## config.mk

```make
export PLATFORM = sky130hd
export DESIGN_NAME = serial_adder
export DESIGN_NICKNAME = d
export VERILOG_FILES = /design/src/rtl/serial_adder.sv
export SDC_FILE = /design/constraint.sdc
export NUM_CORES = 1
export LEC_CHECK = 0
export ABC_CLOCK_PERIOD_IN_PS = 1600
export CAP_MARGIN = 25
export CORE_MARGIN = 2
export CORE_UTILIZATION = 46
export DETAILED_ROUTE_END_ITERATION = 10
export PLACE_DENSITY_LB_ADDON = 0.08
export SLEW_MARGIN = 25
export SYNTH_ARGS = -nofsm -noshare
export SYNTH_HDL_FRONTEND = slang
export SYNTH_SLANG_ARGS = --single-unit
```

## constraint.sdc

```tcl
create_clock -name i_w_clk -period 1.6 [get_ports i_w_clk]
set_clock_uncertainty 0.2 [all_clocks]
set_input_delay 0.48 -clock i_w_clk [delete_from_list [all_inputs] [get_ports i_w_clk]]
set_output_delay 0.48 -clock i_w_clk [all_outputs]
set_load 0.02 [all_outputs]
```

## src/rtl/serial_adder.sv

```systemverilog
// serial_adder: multi-cycle adder/subtractor that consumes WIDTH-bit operands
// DIGIT bits per clock, linking slices through a carry register.
//
// Ports:
//   i_w_clk    clock, all state updates on the rising edge
//   i_w_reset  synchronous active-high reset
//   i_w_start  request, sampled only while idle
//   i_w_a      operand A, latched on an accepted start
//   i_w_b      operand B, latched on an accepted start
//   i_w_cin    carry-in (add) / borrow-in (sub), latched on an accepted start
//   i_w_sub    0: A+B+cin, 1: A-B-cin, latched on an accepted start
//   o_w_busy   high while an operation is running or completing
//   o_w_done   one-cycle pulse, result valid
//   o_w_s      result, held until the next completion or reset
//   o_w_cout   carry-out; in subtract mode 1 means no borrow
//   o_w_ovf    signed overflow, present only when SERIAL_ADDER_OVERFLOW_EN
//              is defined
//
// Optional feature macro: SERIAL_ADDER_OVERFLOW_EN

module serial_adder #(
  parameter int unsigned WIDTH = 8,
  parameter int unsigned DIGIT = 1
) (
  input  logic             i_w_clk,
  input  logic             i_w_reset,
  input  logic             i_w_start,
  input  logic [WIDTH-1:0] i_w_a,
  input  logic [WIDTH-1:0] i_w_b,
  input  logic             i_w_cin,
  input  logic             i_w_sub,
  output logic             o_w_busy,
  output logic             o_w_done,
  output logic [WIDTH-1:0] o_w_s,
  output logic             o_w_cout
`ifdef SERIAL_ADDER_OVERFLOW_EN
  ,
  output logic             o_w_ovf
`endif
);

  localparam int unsigned N  = WIDTH / DIGIT;
  localparam int unsigned CW = (N > 1) ? $clog2(N) : 1;
  localparam int unsigned SW = DIGIT + 1;

  // Slices must tile the operand exactly.
  if ((WIDTH % DIGIT) != 0) begin : g_bad_digit
    $error("serial_adder: DIGIT (%0d) must divide WIDTH (%0d)", DIGIT, WIDTH);
  end

  typedef enum logic [1:0] {
    S_IDLE = 2'd0,
    S_RUN  = 2'd1,
    S_DONE = 2'd2
  } state_t;

  state_t           state_q, state_d;
  logic [WIDTH-1:0] a_q, a_d;
  logic [WIDTH-1:0] b_q, b_d;
  logic [WIDTH-1:0] r_q, r_d;
  logic             carry_q, carry_d;
  logic [CW-1:0]    cnt_q, cnt_d;
  logic [WIDTH-1:0] s_d;
  logic             cout_d;
  logic             busy_d;
  logic             done_d;
`ifdef SERIAL_ADDER_OVERFLOW_EN
  logic             ovf_d;
`endif

  // Slice datapath: DIGIT-bit add with one extra bit for the carry.
  logic [SW-1:0]          slice_sum;
  logic [WIDTH+DIGIT-1:0] res_cat;
  logic [WIDTH-1:0]       res_shift;
  logic                   last_slice;
  logic                   msb_cin;

  assign slice_sum  = SW'(a_q[DIGIT-1:0]) + SW'(b_q[DIGIT-1:0]) + SW'(carry_q);
  // New slice enters from the MSB side; oldest slice falls off the bottom.
  assign res_cat    = {slice_sum[DIGIT-1:0], r_q};
  assign res_shift  = WIDTH'(res_cat >> DIGIT);
  assign last_slice = (cnt_q == CW'(N - 1));
  // Carry into the operand MSB recovered from the top bit of the last slice.
  assign msb_cin    = a_q[DIGIT-1] ^ b_q[DIGIT-1] ^ slice_sum[DIGIT-1];

  // Next-state and datapath update.
  always_comb begin
    state_d = state_q;
    a_d     = a_q;
    b_d     = b_q;
    r_d     = r_q;
    carry_d = carry_q;
    cnt_d   = cnt_q;
    s_d     = o_w_s;
    cout_d  = o_w_cout;
`ifdef SERIAL_ADDER_OVERFLOW_EN
    ovf_d   = o_w_ovf;
`endif

    case (state_q)
      S_IDLE: begin
        if (i_w_start) begin
          // Subtraction is A + ~B + ~borrow.
          a_d     = i_w_a;
          b_d     = i_w_sub ? ~i_w_b : i_w_b;
          carry_d = i_w_sub ? ~i_w_cin : i_w_cin;
          cnt_d   = '0;
          state_d = S_RUN;
        end
      end
      S_RUN: begin
        a_d     = a_q >> DIGIT;
        b_d     = b_q >> DIGIT;
        r_d     = res_shift;
        carry_d = slice_sum[DIGIT];
        cnt_d   = cnt_q + CW'(1);
        if (last_slice) begin
          cnt_d   = '0;
          s_d     = res_shift;
          cout_d  = slice_sum[DIGIT];
`ifdef SERIAL_ADDER_OVERFLOW_EN
          ovf_d   = msb_cin ^ slice_sum[DIGIT];
`endif
          state_d = S_DONE;
        end
      end
      S_DONE: begin
        state_d = S_IDLE;
      end
      default: begin
        state_d = S_IDLE;
      end
    endcase

    busy_d = (state_d != S_IDLE);
    done_d = (state_d == S_DONE);
  end

`ifndef SERIAL_ADDER_OVERFLOW_EN
  logic unused_msb_cin;
  assign unused_msb_cin = msb_cin;
`endif

  // State and output registers.
  always_ff @(posedge i_w_clk) begin
    if (i_w_reset) begin
      state_q  <= S_IDLE;
      a_q      <= '0;
      b_q      <= '0;
      r_q      <= '0;
      carry_q  <= 1'b0;
      cnt_q    <= '0;
      o_w_busy <= 1'b0;
      o_w_done <= 1'b0;
      o_w_s    <= '0;
      o_w_cout <= 1'b0;
`ifdef SERIAL_ADDER_OVERFLOW_EN
      o_w_ovf  <= 1'b0;
`endif
    end else begin
      state_q  <= state_d;
      a_q      <= a_d;
      b_q      <= b_d;
      r_q      <= r_d;
      carry_q  <= carry_d;
      cnt_q    <= cnt_d;
      o_w_busy <= busy_d;
      o_w_done <= done_d;
      o_w_s    <= s_d;
      o_w_cout <= cout_d;
`ifdef SERIAL_ADDER_OVERFLOW_EN
      o_w_ovf  <= ovf_d;
`endif
    end
  end

endmodule

```

Word-level counts from Yosys, hierarchy flattened:

Index checks and enable logic that the tools add are counted.
Widths: inputs -> output; s select.

* register bits after elaboration: 41
* input port bits: 21
* output and inout port bits: 11
* logic and storage cells: 38

* add/sub/neg operators: 3
* equal/unequal tests: 4
* mux-type cells: 14
* bitwise operators: 2
* reductions and logical operators: 5

Operators with widths (count)
* $pmux 8 s2: 2
* $mux 8: 3
* $not 8->8: 1
* $mux 3: 2
* $pmux 3 s2: 1
* $mux 2: 2
* $pmux 2 s2: 1
* $reduce_and 2->1: 2
* $reduce_bool 2->1: 2
* $add 3x1->3 const B: 1
* $eq 3x3->1 const B: 1
* $add 1x1->2: 1
* $add 2x1->2: 1
* $eq 2x1->1 const B: 1
* $eq 2x2->1 const B: 1
* $logic_not 2->1: 1
* $mux 1: 2
* $ne 2x2->1 const B: 1
* $pmux 1 s2: 1
* $not 1->1: 1

Depth between registers and ports, before layout:

Gate-level depths: netlist of run 1.

* depth after elaboration: 4
* mapped depth: 6
* mapped depth without buffers: 5

Worst setup path after synthesis of run 1:

Ideal clock, no wire load.

* path kind: register to register
* start point: reg cnt_q[0]
* end point: reg cnt_q[0]
* library setup time: 0.066 ns
* arrival time: 1.177 ns
* data required time: 1.334 ns
* setup slack: 0.157 ns
* stages on the path, launching flop included: 5
* buffers on the path: 0
* clock period less this slack: 1.443 ns
* cell sequence: dfxtp_1 > ha_1 > ha_1 > or3_4 > a21oi_2

* longest elaborated chain between the ends: 3
* elaborated cells on any way between the ends: 4
* classes of those cells: add/sub (1); eq/ne (1); mux (2)

Ends and longest elaborated chain
* start, declared: line 62 `logic [CW-1:0] cnt_q, cnt_d;`
* start signal, assigned: line 166 `cnt_q <= cnt_d;`
* $add 3x1->3 / $eq 3x3->1 (equally long branches): line 116, 82
* $mux 3 (*): line 117 `if (last_slice) begin`
* $pmux 3 s2 (*): line 100 `case (state_q)`

Mark *: on every way between the ends. The rest lies on a longest branch, timed or not.
A chain may end at the register's enable or synchronous reset.

Worst setup path in the final report of run 1:

* start point: reg cnt_q[0]
* end point: reg o_w_s[6]

* longest elaborated chain between the ends: 2

Ends and longest elaborated chain
* $eq 3x3->1: line 82 `assign last_slice = (cnt_q == CW'(N - 1));`
* $reduce_and 2->1 (no source line)
* end signal, assigned: line 155 `o_w_s <= '0;`
* end signal, assigned: line 169 `o_w_s <= s_d;`
* end, declared: line 34 `output logic [WIDTH-1:0] o_w_s,`

No other way between the ends.

==> metrics.yaml, run 1 <==
run_status:
  status: "completed"
pwr:
  netSwitchingPower_uw: 473
  ir_drop_v: 0.000497
  power_density_nw_per_um2: 939
  seqPwrFrac_pct: 53.6
  pwr-share-clk_pct: 32.6
  power.total_uw: 1990
  intPower_uw: 1520
  p_leak_uw: 0.000812
  pwr-share-comb_pct: 13.8
  swShare_pct: 23.8
setup_path:
  critPathRequiredTime_ns: 1.67
  critPathLaunchType: "flip-flop"
  r2r_cells: 6
  worstReg2RegStart: "cnt_q[0]"
  cp_max_fo: 11
  reg2reg_to: "o_w_s[6]"
  critPathCapture: "o_w_s[6]"
  startpoint: "cnt_q[0]"
  critical_path_class: "flip-flop to flip-flop"
  r2r_slack_ns: 0.05
  end_kind: "flip-flop"
  critPathArrivalTime_ns: 1.62
timing:
  maxSlewViolCount: 0
  fin_setup_tns_ns: 0
  max_freq_mhz: 647
  rsz0062_at_grt: "yes"
  slew_headroom_pct: 83.9
  fin_crit_ns: 1.55
  fin_ws_ns: 0.0534
  hold_viol: 0
  worst_slew_pin_slew_ns: 0.240
  period_share_pct: 96.7
  setup_viol: 0
global_route:
  grt_antenna_before_repair: 0
  grt_pass1_wl_um: 5970
  gr-usage-all-layers_pct: 18.6
  grt_max_degree: 16
  grt-ovfl-total: 0
  grt_pass1_vias: 1354
drt:
  wl_um: 3440
  ant_nets: 0
  dr.pass1.iters: 6
  wl_per_cell_um: 12.9
  drt-initial-drc-count: 90
  vias: 1421
  via_per_inst: 5.34
  drc_errors: 0
yosys:
  synth_edf_count: 0
  synth_top_family_by_area: "compound AO/OA/AOI/OAI gates"
  yosysMostFrequentCell: "dfxtp_1"
  synthAdderAreaFrac_pct: 2.72
  yosys.area.top_type_share_pct: 48.4
  synth_xor_area_share_pct: 4.77
  ys_types: 31
  yosysTopAreaCell: "dfxtp_1"
  synth_cells: 178
  yosys-top-cells-count: "dfxtp_1, nand2_1, a21oi_1"
  yosys-mux-area-fraction_pct: 0
  ys_seq_area_share_pct: 48.4
  netlist_area_sq_um: 1650
  synth_area_leaders: "dfxtp_1, nand2_1, o22ai_1"
  synth-main-ff-cell: "dfxtp_1"
  synth_compound_gate_area_share_pct: 21.6
  yosysWarnings: 0
  syn_avg_cell_area_sq_um: 9.29
  ys_ff_latch: 40
  async_flop_share_pct: 0
  synthSimpleGateAreaFrac_pct: 15.6
  syn_nets: 202
finish:
  n_antenna_cell: 0
  synthToLayoutAreaGrowth_pct: 28.2
  drive_above_1_share_pct: 20.5
  final_util_pct: 62.6
  final_nets: 243
  final_cells: 266
clocking:
  cts_root_buffer: "clkbuf_4"
  cts_made_buffers: 5
  h-tree-depth: 2
  cts.sink_count: 40
  clkTransAtPathRegs_ns: 0.11
  cts_setup_buffers: 0
  clk_latency_ns: 0.34
  cts_buffer_depth: 2
  cts_tree: "built"
floorplanning:
  die_w_um: 64.0
  core.rowCount: 21
  design.die.area_sq_um: 4090
  ios: 32
  die_y_um: 64.0
  core-area_sq_um: 3390
  start_util_pct: 48.8
job:
  maxCapViolations: 0
min_path:
  hp-class: "flip-flop to flip-flop"
placement:
  dp_hpwl_um: 2460
  post-place-ws_ns: -0.303
  place_inst: 258
  io_buffers: 31
  gp_congestion: 0.770
-- flip-flops by register name, indices dropped and copies added (netlist names) --
signal / cells
o_w_busy: 1
r_q: 7
o_w_s: 8
b_q: 8
o_w_cout: 1
state_q: 2
o_w_done: 1
a_q: 8
cnt_q: 3
carry_q: 1
-- metrics by stage --
| stage | area, sq um | hold slack, ns |
|---|---|---|
| after floorplan | 1650 | 0.237 |
| after global placement | 2080 | 0.242 |
| after detailed placement | 2080 | 0.248 |
| after CTS | 2100 | 0.262 |
| after global routing | 2120 | 0.288 |
| final | 2120 | 0.259 |
-- power by group through the flow --
stage / Clock (uW) / Sequential [uW] / Combinational (uW)
floorplan: 0 / 1080 / 169
global placement: 0 / 1090 / 268
detailed placement: 0 / 1090 / 275
CTS: 670 / 1070 / 276
global route: 715 / 1080 / 300
finish: 649 / 1070 / 274
-- area by class of cell --
type / count / area (sq um)
inverter: 3 / 11.3
tap: 46 / 57.6
sequential: 40 / 803
multi-input combinational: 121 / 741
fill: 308 / 1270
clock buffer: 6 / 41.3
clock inverter: 2 / 35.0
timing repair buffer: 48 / 432
-- cell usage in the layout (no fill, tap or decap), types with 2 or more instances in the layout --
| cell | count |
|---|---|
| xnor2_1 | 8 |
| buf_12 | 3 |
| clkbuf_4 | 5 |
| nand3_1 | 9 |
| a211oi_1 | 8 |
| clkdlybuf4s50_1 | 19 |
| buf_2 | 9 |
| nor2_1 | 15 |
| a22oi_1 | 10 |
| dfxtp_2 | 2 |
| a21oi_1 | 16 |
| buf_4 | 15 |
| o22ai_1 | 14 |
| dfxtp_1 | 38 |
| nand2_1 | 24 |
| inv_1 | 3 |
| nand2b_1 | 2 |
-- kinds of logic (layout without fill, tap and decap cells) --
| family | Yosys count | after routing |
|---|---|---|
| adder cells (fa/ha/maj) | 3 | 3 |
| buffers and inverters | 17 | 59 |
| flip-flops | 40 | 40 |
| AO/OA/AOI/OAI | 53 | 53 |
| AND/OR/NAND/NOR | 56 | 56 |
| XOR/XNOR | 9 | 9 |
-- worst min path at each step --
stage	cells after the start	start	slack, ns	end
6_report	2	o_w_s[5]	0.26	o_w_s[5]
5_1_grt	2	o_w_s[5]	0.29	o_w_s[5]
4_1_cts	2	o_w_s[5]	0.26	o_w_s[5]
3_5_place_dp	2	o_w_s[5]	0.25	o_w_s[5]
3_3_place_gp	2	o_w_s[5]	0.24	o_w_s[5]
2_1_floorplan	2	r_q[1]	0.24	r_q[1]
-- worst max-delay path, stage by stage (launching register included) --
cell      delay [ns]
dfxtp_1         0.35
ha_1            0.21
ha_2            0.21
nand3b_1        0.14
buf_12          0.14
nand2_1         0.06
a21oi_1         0.17
-- metal layers --
| layer | global-route usage (%) | routed length [um] | up-vias |
|---|---|---|---|
| li1 | - | - | 711 |
| met1 | 22.6 | 1500 | 665 |
| met2 | 31.1 | 1710 | 36 |
| met3 | 5.99 | 166 | 9 |
| met4 | 6.25 | 66 | 0 |
| met5 | 0 | 0 | - |
-- repair_timing --
action                     in CTS  in global routing
hold buffers                    0                  0
setup endpoints to repair      11                 10
gates resized for setup        44                  7
pin swaps                       0                  0
(Power assumes the default switching activity.)
==> run 2, diff against run 1 <==
--- a/config.mk
+++ b/config.mk
@@ -9,7 +9,9 @@
 export CAP_MARGIN = 25
 export CORE_MARGIN = 2
 export CORE_UTILIZATION = 46
+export CTS_BUF_LIST = sky130_fd_sc_hd__clkbuf_4
 export DETAILED_ROUTE_END_ITERATION = 10
+export GPL_TIMING_DRIVEN = 1
 export PLACE_DENSITY_LB_ADDON = 0.08
 export SLEW_MARGIN = 25
 export SYNTH_ARGS = -nofsm -noshare
==> run 2 against run 1 <==
  * Sequential power about the same
  * Non-clock buffer count is the same
  * Power is 0.78% higher
  * Sequential share of layout area decreased by 0.067 points
==> metrics.yaml, run 2 (same netlist as run 1, synthesis figures left out) <==
placement:
  dp_hpwl_um: 2460
  gp_congestion: 0.770
  io_buffers: 31
  post-place-ws_ns: -0.303
  place_inst: 258
drt:
  ant_nets: 0
  drc_errors: 0
  vias: 1417
  wl_per_cell_um: 12.9
  dr.pass1.iters: 4
  via_per_inst: 5.33
  drt-initial-drc-count: 96
  wl_um: 3430
floorplanning:
  die_w_um: 64.0
  start_util_pct: 48.8
  die_y_um: 64.0
  core.rowCount: 21
  core-area_sq_um: 3390
  design.die.area_sq_um: 4090
  ios: 32
clocking:
  cts_tree: "built"
  cts.sink_count: 40
  postCtsHoldBufs: 0
  cts_made_buffers: 5
  clkTransAtPathRegs_ns: 0.11
  cts_buffer_depth: 2
  cts_root_buffer: "clkbuf_4"
  h-tree-depth: 2
  clk_latency_ns: 0.34
setup_path:
  cp_top_family: "adder cells"
  critical_path_class: "flip-flop to flip-flop"
  path_buf_inv: 1
  cp_max_fo: 11
  end_kind: "flip-flop"
  cp_slowest_stage_delay_ns: 0.35
  critPathArrivalTime_ns: 1.61
  path_cells: "ha_1, ha_2, nand3b_1, buf_12, nand2_1, a21oi_1"
  slowest_stage: "dfxtp_1"
  critPathRequiredTime_ns: 1.68
  critPathLaunchType: "flip-flop"
global_route:
  grt_antenna_before_repair: 0
  grt_pass1_vias: 1354
  grt_max_degree: 16
  gr-usage-all-layers_pct: 18.6
  grt_pass1_wl_um: 5960
  grt-ovfl-total: 0
finish:
  drive_above_1_share_pct: 20.9
  layout_common_cells: "dfxtp_1, nand2_1, clkdlybuf4s50_1"
  final_cells: 266
  n_antenna_cell: 0
  layout_commonest_cell: "dfxtp_1"
  final_nets: 243
  reg_top3: "a_q: 8 flops, b_q: 8 flops, o_w_s: 8 flops"
  synthToLayoutAreaGrowth_pct: 28.4
timing:
  setup_viol: 0
  max_freq_mhz: 650
  hold_viol: 0
  worst_slew_pin_slew_ns: 0.240
  rsz0062_at_grt: "yes"
  slew_headroom_pct: 83.9
  fin_ws_ns: 0.0609
  period_share_pct: 96.2
  fin_crit_ns: 1.54
  maxSlewViolCount: 0
job:
  maxCapViolations: 0
run_status:
  status: "completed"
pwr:
  p_leak_uw: 0.000816
  ir_drop_v: 0.000497
  power_density_nw_per_um2: 944
min_path:
  hp-class: "flip-flop to flip-flop"
-- run 2: changes by cell type in the layout (fill, tap and decap cells not counted) --
cell,change
clkbuf_4,+1
clkbuf_1,-1
-- run 2: final cells by class --
class                   count  area, sq um
clock buffers               6         45.0
clock inverters             2         35.0
well taps                  46         57.6
fillers                   305         1260
flip-flops and latches     40          803
inverters                   3         11.3
multi-input cells         121          741
repair buffers             48          432
-- run 2: through the flow --
step                      total power (uW)  instance area (sq um)  setup TNS, ns  utilization [%]  hold slack, ns
after global routing                  2110                   2120        -0.0163             62.7           0.288
after global placement                1360                   2080          -5.92             61.5           0.242
after floorplan                       1250                   1650              0                -           0.237
after detailed placement              1370                   2080          -6.53             61.5           0.248
after CTS                             2030                   2110              0             62.2           0.262
final                                 2010                   2120              0             62.7           0.258
-- run 2: path summary, 6_finish.rpt --
path | startpoint | to | slack [ns] | depth (start not counted)
worst max-delay path | cnt_q[0] | o_w_s[6] | 0.06 | 6
worst min-delay path | o_w_s[5] | o_w_s[5] | 0.26 | 2
worst max register to register | cnt_q[0] | o_w_s[6] | 0.06 | 6
worst min register to register | o_w_s[5] | o_w_s[5] | 0.26 | 2
-- run 2: per-layer routing --
layer	vias up	GRT usage, %	wire length [um]
met3	8	5.99	137
met1	667	22.6	1520
met2	29	31.0	1710
met4	0	6.25	68
li1	713	-	-
met5	-	0	0
-- run 2: worst reg2reg max path: cells and delay by family (launching register included) --
family	cells	cell delay, ns
adders and majority gates	2	0.42
DFF	1	0.35
and+or+nand+nor	2	0.20
AOI/OAI and AO/OA	1	0.17
buffers and inverters	1	0.14
-- run 2: report_power, final --
part	internal, uW	total, uW	switching (uW)	leakage, uW
clock network	345	664	320	0.0000456
registers	1040	1070	28.0	0.000328
logic	150	274	124	0.000442
total	1530	2010	472	0.000816
-- run 2: timing repair --
action	CTS	global route
endpoints found under the setup margin	11	10
buffers inserted	0	0
gates resized for setup	44	7
